[config.mk]
export PLATFORM = sky130hd
export DESIGN_NAME = pixel_load_sequencer_flat
export DESIGN_NICKNAME = d
export VERILOG_FILES = /design/src/rtl/pixel_load_sequencer_if.sv /design/src/rtl/pixel_load_sequencer.sv /design/src/flat_wrapper.sv
export SDC_FILE = /design/constraint.sdc
export NUM_CORES = 1
export LEC_CHECK = 0
export CAP_MARGIN = 0
export CELL_PAD_IN_SITES_DETAIL_PLACEMENT = 2
export CELL_PAD_IN_SITES_GLOBAL_PLACEMENT = 2
export CORE_MARGIN = 3
export CORE_UTILIZATION = 34
export CTS_BUF_LIST = sky130_fd_sc_hd__clkbuf_8
export CTS_CLUSTER_SIZE = 25
export DETAILED_ROUTE_END_ITERATION = 6
export PLACE_DENSITY_LB_ADDON = 0.1
export SLEW_MARGIN = 40
export SYNTH_ARGS = -nofsm -noshare
export SYNTH_HDL_FRONTEND = slang
export SYNTH_SLANG_ARGS = --single-unit
[constraint.sdc]
create_clock -name clk50_i -period 2.35 [get_ports clk50_i]
set_input_delay 0.3525 -clock clk50_i [delete_from_list [all_inputs] [get_ports clk50_i]]
set_output_delay 0.3525 -clock clk50_i [all_outputs]
set_load 0.01 [all_outputs]
[src/rtl/pixel_load_sequencer_if.sv]
// FIFO, image-memory and SDRAM flow-control signals of the pixel load sequencer.
// master = the sequencer, slave = the FIFO / memory / SDRAM side.
interface pixel_load_sequencer_if #(
  parameter int ADDR_W = 9
);
  logic              fifo_empty;
  logic [15:0]       fifo_dout;
  logic              fifo_hw;
  logic              fifo_lw;
  logic              fifo_pop;
  logic              mem_we;
  logic [ADDR_W-1:0] mem_addr;
  logic [23:0]       mem_din;
  logic              sdram_pause;
  logic              sdram_unpause;

  modport master (
    input  fifo_empty, fifo_dout, fifo_hw, fifo_lw,
    output fifo_pop, mem_we, mem_addr, mem_din, sdram_pause, sdram_unpause
  );

  modport slave (
    output fifo_empty, fifo_dout, fifo_hw, fifo_lw,
    input  fifo_pop, mem_we, mem_addr, mem_din, sdram_pause, sdram_unpause
  );
endinterface

[src/rtl/pixel_load_sequencer.sv]
// Pixel load sequencer: pops 16-bit FIFO words, repacks every three words into
// two 24-bit pixels (big-endian), writes them to consecutive image-memory
// addresses and throttles the SDRAM reader from the FIFO watermarks.
//
// state  | meaning
// S_IDLE | waiting for start, SDRAM paused
// S_LOAD | popping words and writing pixels
// S_DONE | all pixels written, waiting for start or abort
module pixel_load_sequencer #(
  parameter int N_PIXELS = 512,
  parameter int ADDR_W   = 9
) (
  input  logic                   clk50_i,
  input  logic                   reset_i,
  input  logic                   start_i,
  input  logic                   abort_i,
  pixel_load_sequencer_if.master bus,
  output logic                   busy_o,
  output logic                   done_o
);

  localparam int N_WORDS = 3 * N_PIXELS / 2;
  localparam int WCNT_W  = $clog2(N_WORDS + 1);
  localparam int PCNT_W  = ADDR_W + 1;
  localparam logic [ADDR_W-1:0] LAST_ADDR = ADDR_W'(N_PIXELS - 1);
  localparam logic [WCNT_W-1:0] WORDS_MAX = WCNT_W'(N_WORDS);
  localparam logic [PCNT_W-1:0] PIX_MAX   = PCNT_W'(N_PIXELS);

  typedef enum logic [1:0] {S_IDLE, S_LOAD, S_DONE} state_t;

  state_t              state_q, state_d;
  logic [1:0]          phase_q, phase_d;
  logic [15:0]         hold_q, hold_d;
  logic [PCNT_W-1:0]   pix_cnt_q, pix_cnt_d;
  logic [WCNT_W-1:0]   word_cnt_q, word_cnt_d;
  logic                mem_we_q, mem_we_d;
  logic [ADDR_W-1:0]   mem_addr_q, mem_addr_d;
  logic [23:0]         mem_din_q, mem_din_d;
  logic                pause_q, pause_d;
  logic                unpause_q, unpause_d;
  logic                busy_q, busy_d;
  logic                done_q, done_d;
  logic                pop;
  logic                enter_load;

  // Pop the FIFO head whenever a load is running and words are still owed;
  // abort suppresses the pop so no word is lost into a discarded load.
  always_comb begin
    pop = (state_q == S_LOAD) && !bus.fifo_empty && (word_cnt_q < WORDS_MAX) && !abort_i;
  end

  // Next-state logic; abort has priority over start and completion.
  always_comb begin
    state_d = state_q;
    case (state_q)
      S_IDLE: begin
        if (abort_i)      state_d = S_IDLE;
        else if (start_i) state_d = S_LOAD;
      end
      S_LOAD: begin
        if (abort_i)                                   state_d = S_IDLE;
        else if (mem_we_q && (mem_addr_q == LAST_ADDR)) state_d = S_DONE;
      end
      S_DONE: begin
        if (abort_i)      state_d = S_IDLE;
        else if (start_i) state_d = S_LOAD;
      end
      default: state_d = S_IDLE;
    endcase
    enter_load = (state_q != S_LOAD) && (state_d == S_LOAD);
  end

  // Repacking datapath, counters and registered outputs.
  always_comb begin
    phase_d    = phase_q;
    hold_d     = hold_q;
    pix_cnt_d  = pix_cnt_q;
    word_cnt_d = word_cnt_q;
    mem_we_d   = 1'b0;
    mem_addr_d = mem_addr_q;
    mem_din_d  = mem_din_q;

    if (enter_load) begin
      phase_d    = 2'd0;
      hold_d     = 16'h0000;
      pix_cnt_d  = '0;
      word_cnt_d = '0;
    end else if (pop) begin
      word_cnt_d = word_cnt_q + 1'b1;
      case (phase_q)
        2'd1: begin
          // Second word completes the even pixel; its low byte starts the odd one.
          if (pix_cnt_q < PIX_MAX) begin
            mem_we_d   = 1'b1;
            mem_addr_d = pix_cnt_q[ADDR_W-1:0];
            mem_din_d  = {hold_q, bus.fifo_dout[15:8]};
            pix_cnt_d  = pix_cnt_q + 1'b1;
          end
          hold_d[7:0] = bus.fifo_dout[7:0];
          phase_d     = 2'd2;
        end
        2'd2: begin
          if (pix_cnt_q < PIX_MAX) begin
            mem_we_d   = 1'b1;
            mem_addr_d = pix_cnt_q[ADDR_W-1:0];
            mem_din_d  = {hold_q[7:0], bus.fifo_dout};
            pix_cnt_d  = pix_cnt_q + 1'b1;
          end
          phase_d = 2'd0;
        end
        default: begin
          hold_d  = bus.fifo_dout;
          phase_d = 2'd1;
        end
      endcase
    end

    pause_d   = (state_d != S_LOAD) || bus.fifo_hw;
    unpause_d = (state_d == S_LOAD) && bus.fifo_lw && !bus.fifo_hw;
    busy_d    = (state_d == S_LOAD);
    done_d    = (state_d == S_DONE);
  end

  // State and output registers with synchronous reset.
  always_ff @(posedge clk50_i) begin
    if (reset_i) begin
      state_q    <= S_IDLE;
      phase_q    <= 2'd0;
      hold_q     <= 16'h0000;
      pix_cnt_q  <= '0;
      word_cnt_q <= '0;
      mem_we_q   <= 1'b0;
      mem_addr_q <= '0;
      mem_din_q  <= 24'h000000;
      pause_q    <= 1'b1;
      unpause_q  <= 1'b0;
      busy_q     <= 1'b0;
      done_q     <= 1'b0;
    end else begin
      state_q    <= state_d;
      phase_q    <= phase_d;
      hold_q     <= hold_d;
      pix_cnt_q  <= pix_cnt_d;
      word_cnt_q <= word_cnt_d;
      mem_we_q   <= mem_we_d;
      mem_addr_q <= mem_addr_d;
      mem_din_q  <= mem_din_d;
      pause_q    <= pause_d;
      unpause_q  <= unpause_d;
      busy_q     <= busy_d;
      done_q     <= done_d;
    end
  end

  // Output drives.
  always_comb begin
    bus.fifo_pop      = pop;
    bus.mem_we        = mem_we_q;
    bus.mem_addr      = mem_addr_q;
    bus.mem_din       = mem_din_q;
    bus.sdram_pause   = pause_q;
    bus.sdram_unpause = unpause_q;
    busy_o            = busy_q;
    done_o            = done_q;
  end

endmodule

[src/flat_wrapper.sv]
// flat-port wrapper written by rule: the top's interface ports become plain ports
module pixel_load_sequencer_flat 
#(
  parameter int N_PIXELS = 512,
  parameter int ADDR_W   = 9
)
  (clk50_i, reset_i, start_i, abort_i, busy_o, done_o, bus_fifo_empty, bus_fifo_dout, bus_fifo_hw, bus_fifo_lw, bus_fifo_pop, bus_mem_we, bus_mem_addr, bus_mem_din, bus_sdram_pause, bus_sdram_unpause);
  pixel_load_sequencer_if #(.ADDR_W(ADDR_W)) bus_i ();
  input  logic clk50_i;
  input  logic reset_i;
  input  logic start_i;
  input  logic abort_i;
  output logic busy_o;
  output logic done_o;
  input wire logic [$bits(bus_i.fifo_empty)-1:0] bus_fifo_empty;
  input wire logic [$bits(bus_i.fifo_dout)-1:0] bus_fifo_dout;
  input wire logic [$bits(bus_i.fifo_hw)-1:0] bus_fifo_hw;
  input wire logic [$bits(bus_i.fifo_lw)-1:0] bus_fifo_lw;
  output wire logic [$bits(bus_i.fifo_pop)-1:0] bus_fifo_pop;
  output wire logic [$bits(bus_i.mem_we)-1:0] bus_mem_we;
  output wire logic [$bits(bus_i.mem_addr)-1:0] bus_mem_addr;
  output wire logic [$bits(bus_i.mem_din)-1:0] bus_mem_din;
  output wire logic [$bits(bus_i.sdram_pause)-1:0] bus_sdram_pause;
  output wire logic [$bits(bus_i.sdram_unpause)-1:0] bus_sdram_unpause;
  assign bus_i.fifo_empty = bus_fifo_empty;
  assign bus_i.fifo_dout = bus_fifo_dout;
  assign bus_i.fifo_hw = bus_fifo_hw;
  assign bus_i.fifo_lw = bus_fifo_lw;
  assign bus_fifo_pop = bus_i.fifo_pop;
  assign bus_mem_we = bus_i.mem_we;
  assign bus_mem_addr = bus_i.mem_addr;
  assign bus_mem_din = bus_i.mem_din;
  assign bus_sdram_pause = bus_i.sdram_pause;
  assign bus_sdram_unpause = bus_i.sdram_unpause;
  pixel_load_sequencer #(.N_PIXELS(N_PIXELS), .ADDR_W(ADDR_W)) u_core (.clk50_i(clk50_i), .reset_i(reset_i), .start_i(start_i), .abort_i(abort_i), .bus(bus_i), .busy_o(busy_o), .done_o(done_o));
endmodule
; Word level (Yosys, flattened, before mapping)
; Cells that the tools add are included.
[op_classes]
reduce_logical = 22
addsub = 2
order_cmp = 2
n_bitwise = 4
mux = 10
n_eq_ne = 11
[op_table]
columns = cell, n
row1 = $mux W24, 2
row2 = $pmux W24 S2, 1
row3 = $add A10 B1 Y10 const B, 2
row4 = $lt A10 B10 Y1 const B, 2
row5 = $eq A9 B9 Y1 const B, 1
row6 = $mux W2, 4
row7 = $ne A2 B1 Y1 const B, 4
row8 = $pmux W2 S2, 2
row9 = $logic_and A1 B1 Y1, 7
row10 = $eq A2 B1 Y1 const B, 3
row11 = $eq A2 B2 Y1 const B, 3
row12 = $reduce_or A2 Y1, 3
row13 = $reduce_and A5 Y1, 1
row14 = $not A1 Y1, 4
row15 = $reduce_and A2 Y1, 2
row16 = $reduce_and A4 Y1, 1
row17 = $reduce_or A4 Y1, 1
row18 = $logic_not A1 Y1, 3
row19 = $reduce_and A3 Y1, 1
row20 = $logic_not A2 Y1, 1
row21 = $reduce_bool A2 Y1, 1
row22 = $logic_or A1 B1 Y1, 1
row23 = $mux W1, 1
[word_totals]
ff_bits = 78
wordCells = 64

; Longest topological paths before layout
; Gate-level depths: netlist of run 1.
[logic_depth]
word_depth = 9
mapped_depth = 7
mapped_depth_nobuf = 6

; Least setup slack after synthesis of run 1
; OpenSTA, ideal clock, no wires.
[synth_timing]
path_kind = register to register
startpoint = reg u_core.phase_q[0]
endpoint = reg u_core.mem_addr_q[1] (netlist: u_core.bus.mem_addr[1])
path_slack_ns = 0.591
path_buffers = 1
setup_time_ns = 0.128
arrival_ns = 1.632
stages_incl_launch_ff = 8
period_less_slack_ns = 1.759
t_required_ns = 2.222
path_cell_list = dfxtp_1 > inv_1 > ha_1 > nor4_1 > nand3_1 > buf_2 > mux2i_1 > nor2_1
[synth_via]
elab_chain_len = 3
word_cells_on_any_way = 4
classes_between = eq/ne: 2 / reduce/logical: 2
[synth_lines]
columns = element, line_no
row1 = start: declaration, pixel_load_sequencer.sv:32  ; logic [1:0] phase_q, phase_d;
row2 = start signal: assignment, pixel_load_sequencer.sv:141  ; phase_q <= phase_d;
row3 = $eq A2 B1 Y1 / $eq A2 B2 Y1 (equally long branches), pixel_load_sequencer.sv:90  ; case (phase_q)
row4 = $reduce_or A2 Y1 (no source line) (*), -
row5 = $reduce_and A4 Y1 (no source line) (*), -
row6 = end signal: assignment, pixel_load_sequencer.sv:146  ; mem_addr_q <= mem_addr_d;
row7 = end: declaration, pixel_load_sequencer.sv:37  ; logic [ADDR_W-1:0] mem_addr_q, mem_addr_d;
; Mark *: on every way between the ends. The rest lies on a longest branch, timed or not.
; A chain may end at the register's enable or synchronous reset.

; Final worst setup path of run 1
[layout_timing]
startpoint = in abort_i
endpoint = out bus_fifo_pop
[layout_via]
elab_chain_len = 2
[layout_lines]
columns = element, line_no
row1 = start: declaration, flat_wrapper.sv:12  ; input logic abort_i;
row2 = $logic_not A1 Y1, pixel_load_sequencer.sv:49  ; pop = (state_q == S_LOAD) && !bus.fifo_empty && (word_cnt_q < WORDS_MAX) && !abort_i;
row3 = $logic_and A1 B1 Y1, pixel_load_sequencer.sv:49
row4 = end: declaration, flat_wrapper.sv:19  ; output wire logic [$bits(bus_i.fifo_pop)-1:0] bus_fifo_pop;
; Every way passes these cells.

==> flow_summary.toml, run 1 <==
[global_route]
grt_pass1_vias = 3438
track_usage_pct = 20.01
grt_pass1_wl_um = 18300
grt_max_degree = 32
antenna_found_initial = 0
grt_remaining_overflow = 0

[clock_network]
cts_tree = "built"
clk_path_buf_depth = 2
clockRootBuffer = "clkbuf_8"
cts_made_buffers = 9
clock_sinks = 78
cts.clk_slew.worst_paths_ns = 0.09
clk_latency_ns = 0.34
cts_hold_buffers = 0
ctsResizeCount = 0
cts_setup_buffers = 0
h-tree-depth = 3

[outcome]
status = "finished clean"

[routing]
initialDrtViolationCount = 72
vias = 3090
ant_nets = 0
avgViaCountPerCell = 5.220
drt_pass1_iterations = 4
routed.top_layer = "met4"
avgRoutedWirePerCell_um = 18.90
routed_wl_um = 11190
drt-met1-wl_um = 4706
wl_met3_um = 256
dr_wl_met2_um = 6139
drc_errors = 0

[power]
power.density_nw_per_um2 = 593.7
ir_drop_mv = 0.2456
p_leak_nw = 1.566
total_power_mw = 2.777

[timing]
fin_tns_setup_ns = 0
skew_ns = 0.01109
hold_violations = 0
timing.final.ws_setup_ns = 0.1161
final-setup-viol-count = 0
period_share_pct = 95.06
rsz0062_at_grt = "false"
slew_headroom_pct = 68.55
drv_slew = 0
final.min_clock_period_ns = 2.234
max_freq_ghz = 0.4477
worst_pin_slew_ns = 0.4674

[worst_setup_path]
cp.arrival_ns = 1.88
required_ns = 2.00
endpoint_kind = "primary output"
path_class = "primary input to primary output"
path_cells = "clkdlybuf4s50_1 > a211oi_2 > nand2_1 > inv_1 > clkdlybuf4s50_1"
critPathMaxStageDelay_ns = 0.54
crit_top_cell = "clkdlybuf4s50_1"
crit_slowest_cell = "clkdlybuf4s50_1"
path_max_fanout = 3
start_kind = "primary input"

[hold_path]
hp-class = "primary input to flip-flop"

[finish]
fillers = 1089
multi_input_area_sq_um = 1797
final-seq-area_sq_um = 1562
areaGrowthSynthToFinish_pct = 30.33
diodes = 0
nNetsFinal = 481
drive_gt1_share_pct = 14.60

[synthesis]
async_flop_share_pct = 0
synth_seq_cells = 78
syn_nets = 411
post-synth-top-count-cell = "dfxtp_1"
synthTopCellsByArea = "dfxtp_1 44%, mux2i_1 9.8%, a221oi_2 8.4%"
synth_seq_area_share_pct = 43.51
syn_area_per_cell_sq_um = 9.345
synth_cell_type_count = 42
synthCells = 384
synth_edf_count = 0
ys_top_cells_by_count = "78 x dfxtp_1, 40 x nand2_1, 35 x mux2i_1, 30 x inv_1, 26 x nand2b_1"
syn-cell-area_sq_um = 3588
yosysTopAreaCell = "dfxtp_1"
ys.warnings.count = 0
ys.flop_type = "dfxtp_1"
yosysTopAreaCellShare_pct = 43.51

[floorplanning]
die_w_um = 108.7
die_area_sq_um = 11820
rows = 36
ioPinCount = 62
coreArea_sq_um = 10000
initial_core_util_pct = 35.89
die_y_um = 108.7

[placed_design]
dp_hpwl_um = 7954
gp_congestion = 0.7957
dp_slack_ns = 0.09816
port_buffers = 61

[run]
maxCapViolCount = 0
==> kinds of logic after synthesis <==
family,after synthesis,synth area share [%]
flip-flops,78,43.51
multiplexers,35,9.763
AO/OA/AOI/OAI,58,15.17
XOR/XNOR,9,2.197
adder cells (fa/ha/maj),4,1.395
buffers and inverters,54,6.416
AND/OR/NAND/NOR,146,21.55
==> layout by cell type (no fill, tap or decap), types with 2 or more instances in the layout <==
cell / count
buf_4: 21
nand4b_1: 2
and4_1: 2
a221oi_1: 4
inv_1: 30
ha_1: 4
clkdlybuf4s50_1: 60
nand4_1: 8
nor4_1: 9
or3_1: 3
or4_1: 3
nand2_1: 40
xor2_1: 3
nand2b_1: 26
a21oi_1: 15
o21ai_0: 10
bufinv_16: 3
nand3_1: 15
mux2i_1: 35
o211ai_1: 3
dfxtp_1: 78
clkbuf_8: 11
a221oi_2: 20
nor3_1: 3
nor2b_1: 2
clkinvlp_4: 2
xnor2_1: 6
nor2_1: 24
==> power breakdown <==
| group | switching [mW] | internal (mW) |
|---|---|---|
| clock | 0.518 | 0.764 |
| combinational | 0.0939 | 0.0692 |
| sequential | 0.00459 | 1.33 |
| total | 0.617 | 2.16 |
==> final cells by class <==
| cell class | count | share of cell area (%) |
|---|---|---|
| sequential | 78 | 33.39 |
| tap | 133 | 3.558 |
| multi-input combinational | 252 | 38.42 |
| clock buffer | 11 | 3.237 |
| timing repair buffer | 83 | 16.75 |
| clock inverter | 5 | 2.247 |
| inverter | 30 | 2.408 |
==> through the flow <==
stage                     util (%)  cells  hold WS (ns)  instance area, sq um
after global placement       44.21    576        0.4375                  4420
after floorplan                  -    384        0.4312                  3588
after CTS                    46.77    592        0.3348                  4677
after global routing         46.77    592        0.3545                  4677
after detailed placement     44.21    576        0.4532                  4420
final                        46.77    592        0.3534                  4677
==> worst paths after layout <==
check                    startpoint                endpoint  slack, ns  cells past startpoint
setup / recovery            abort_i            bus_fifo_pop       0.12                      5
hold / removal              reset_i  u_core.bus.mem_din[15]       0.35                      2
setup reg to reg  u_core.phase_q[0]  u_core.bus.mem_addr[6]       0.41                      7
hold reg to reg    u_core.hold_q[9]        u_core.hold_q[9]       0.47                      2
==> per-layer routing <==
metal / vias to the layer above / GRT usage (%)
li1: 1477 / -
met1: 1566 / 23.67
met2: 38 / 38.13
met3: 9 / 2.724
met4: 0 / 4.328
met5: - / 0
==> worst max-delay path: cells and delay by family <==
family | cells | cell delay [ns]
AO/OA/AOI/OAI | 1 | 0.27
buffers and inverters | 3 | 1.14
AND/OR/NAND/NOR | 1 | 0.12
==> registers in the layout (all words and copies together), names as in the netlist <==
name / flops
u_core.done_o: 1
u_core.bus.mem_we: 1
u_core.phase_q: 2
u_core.hold_q: 16
u_core.bus.mem_din: 24
u_core.word_cnt_q: 10
u_core.bus.sdram_unpause: 1
u_core.pix_cnt_q: 10
u_core.busy_o: 1
u_core.state_q: 2
u_core.bus.sdram_pause: 1
u_core.bus.mem_addr: 9
Note: power is estimated with default switching activity, not from simulation.
==> run 2, diff against run 1 <==
Settings changed: GPL_ROUTABILITY_DRIVEN set to 1.
==> results of run 2 <==
The final DEF is identical to that of run 1; final timing and power are the same.
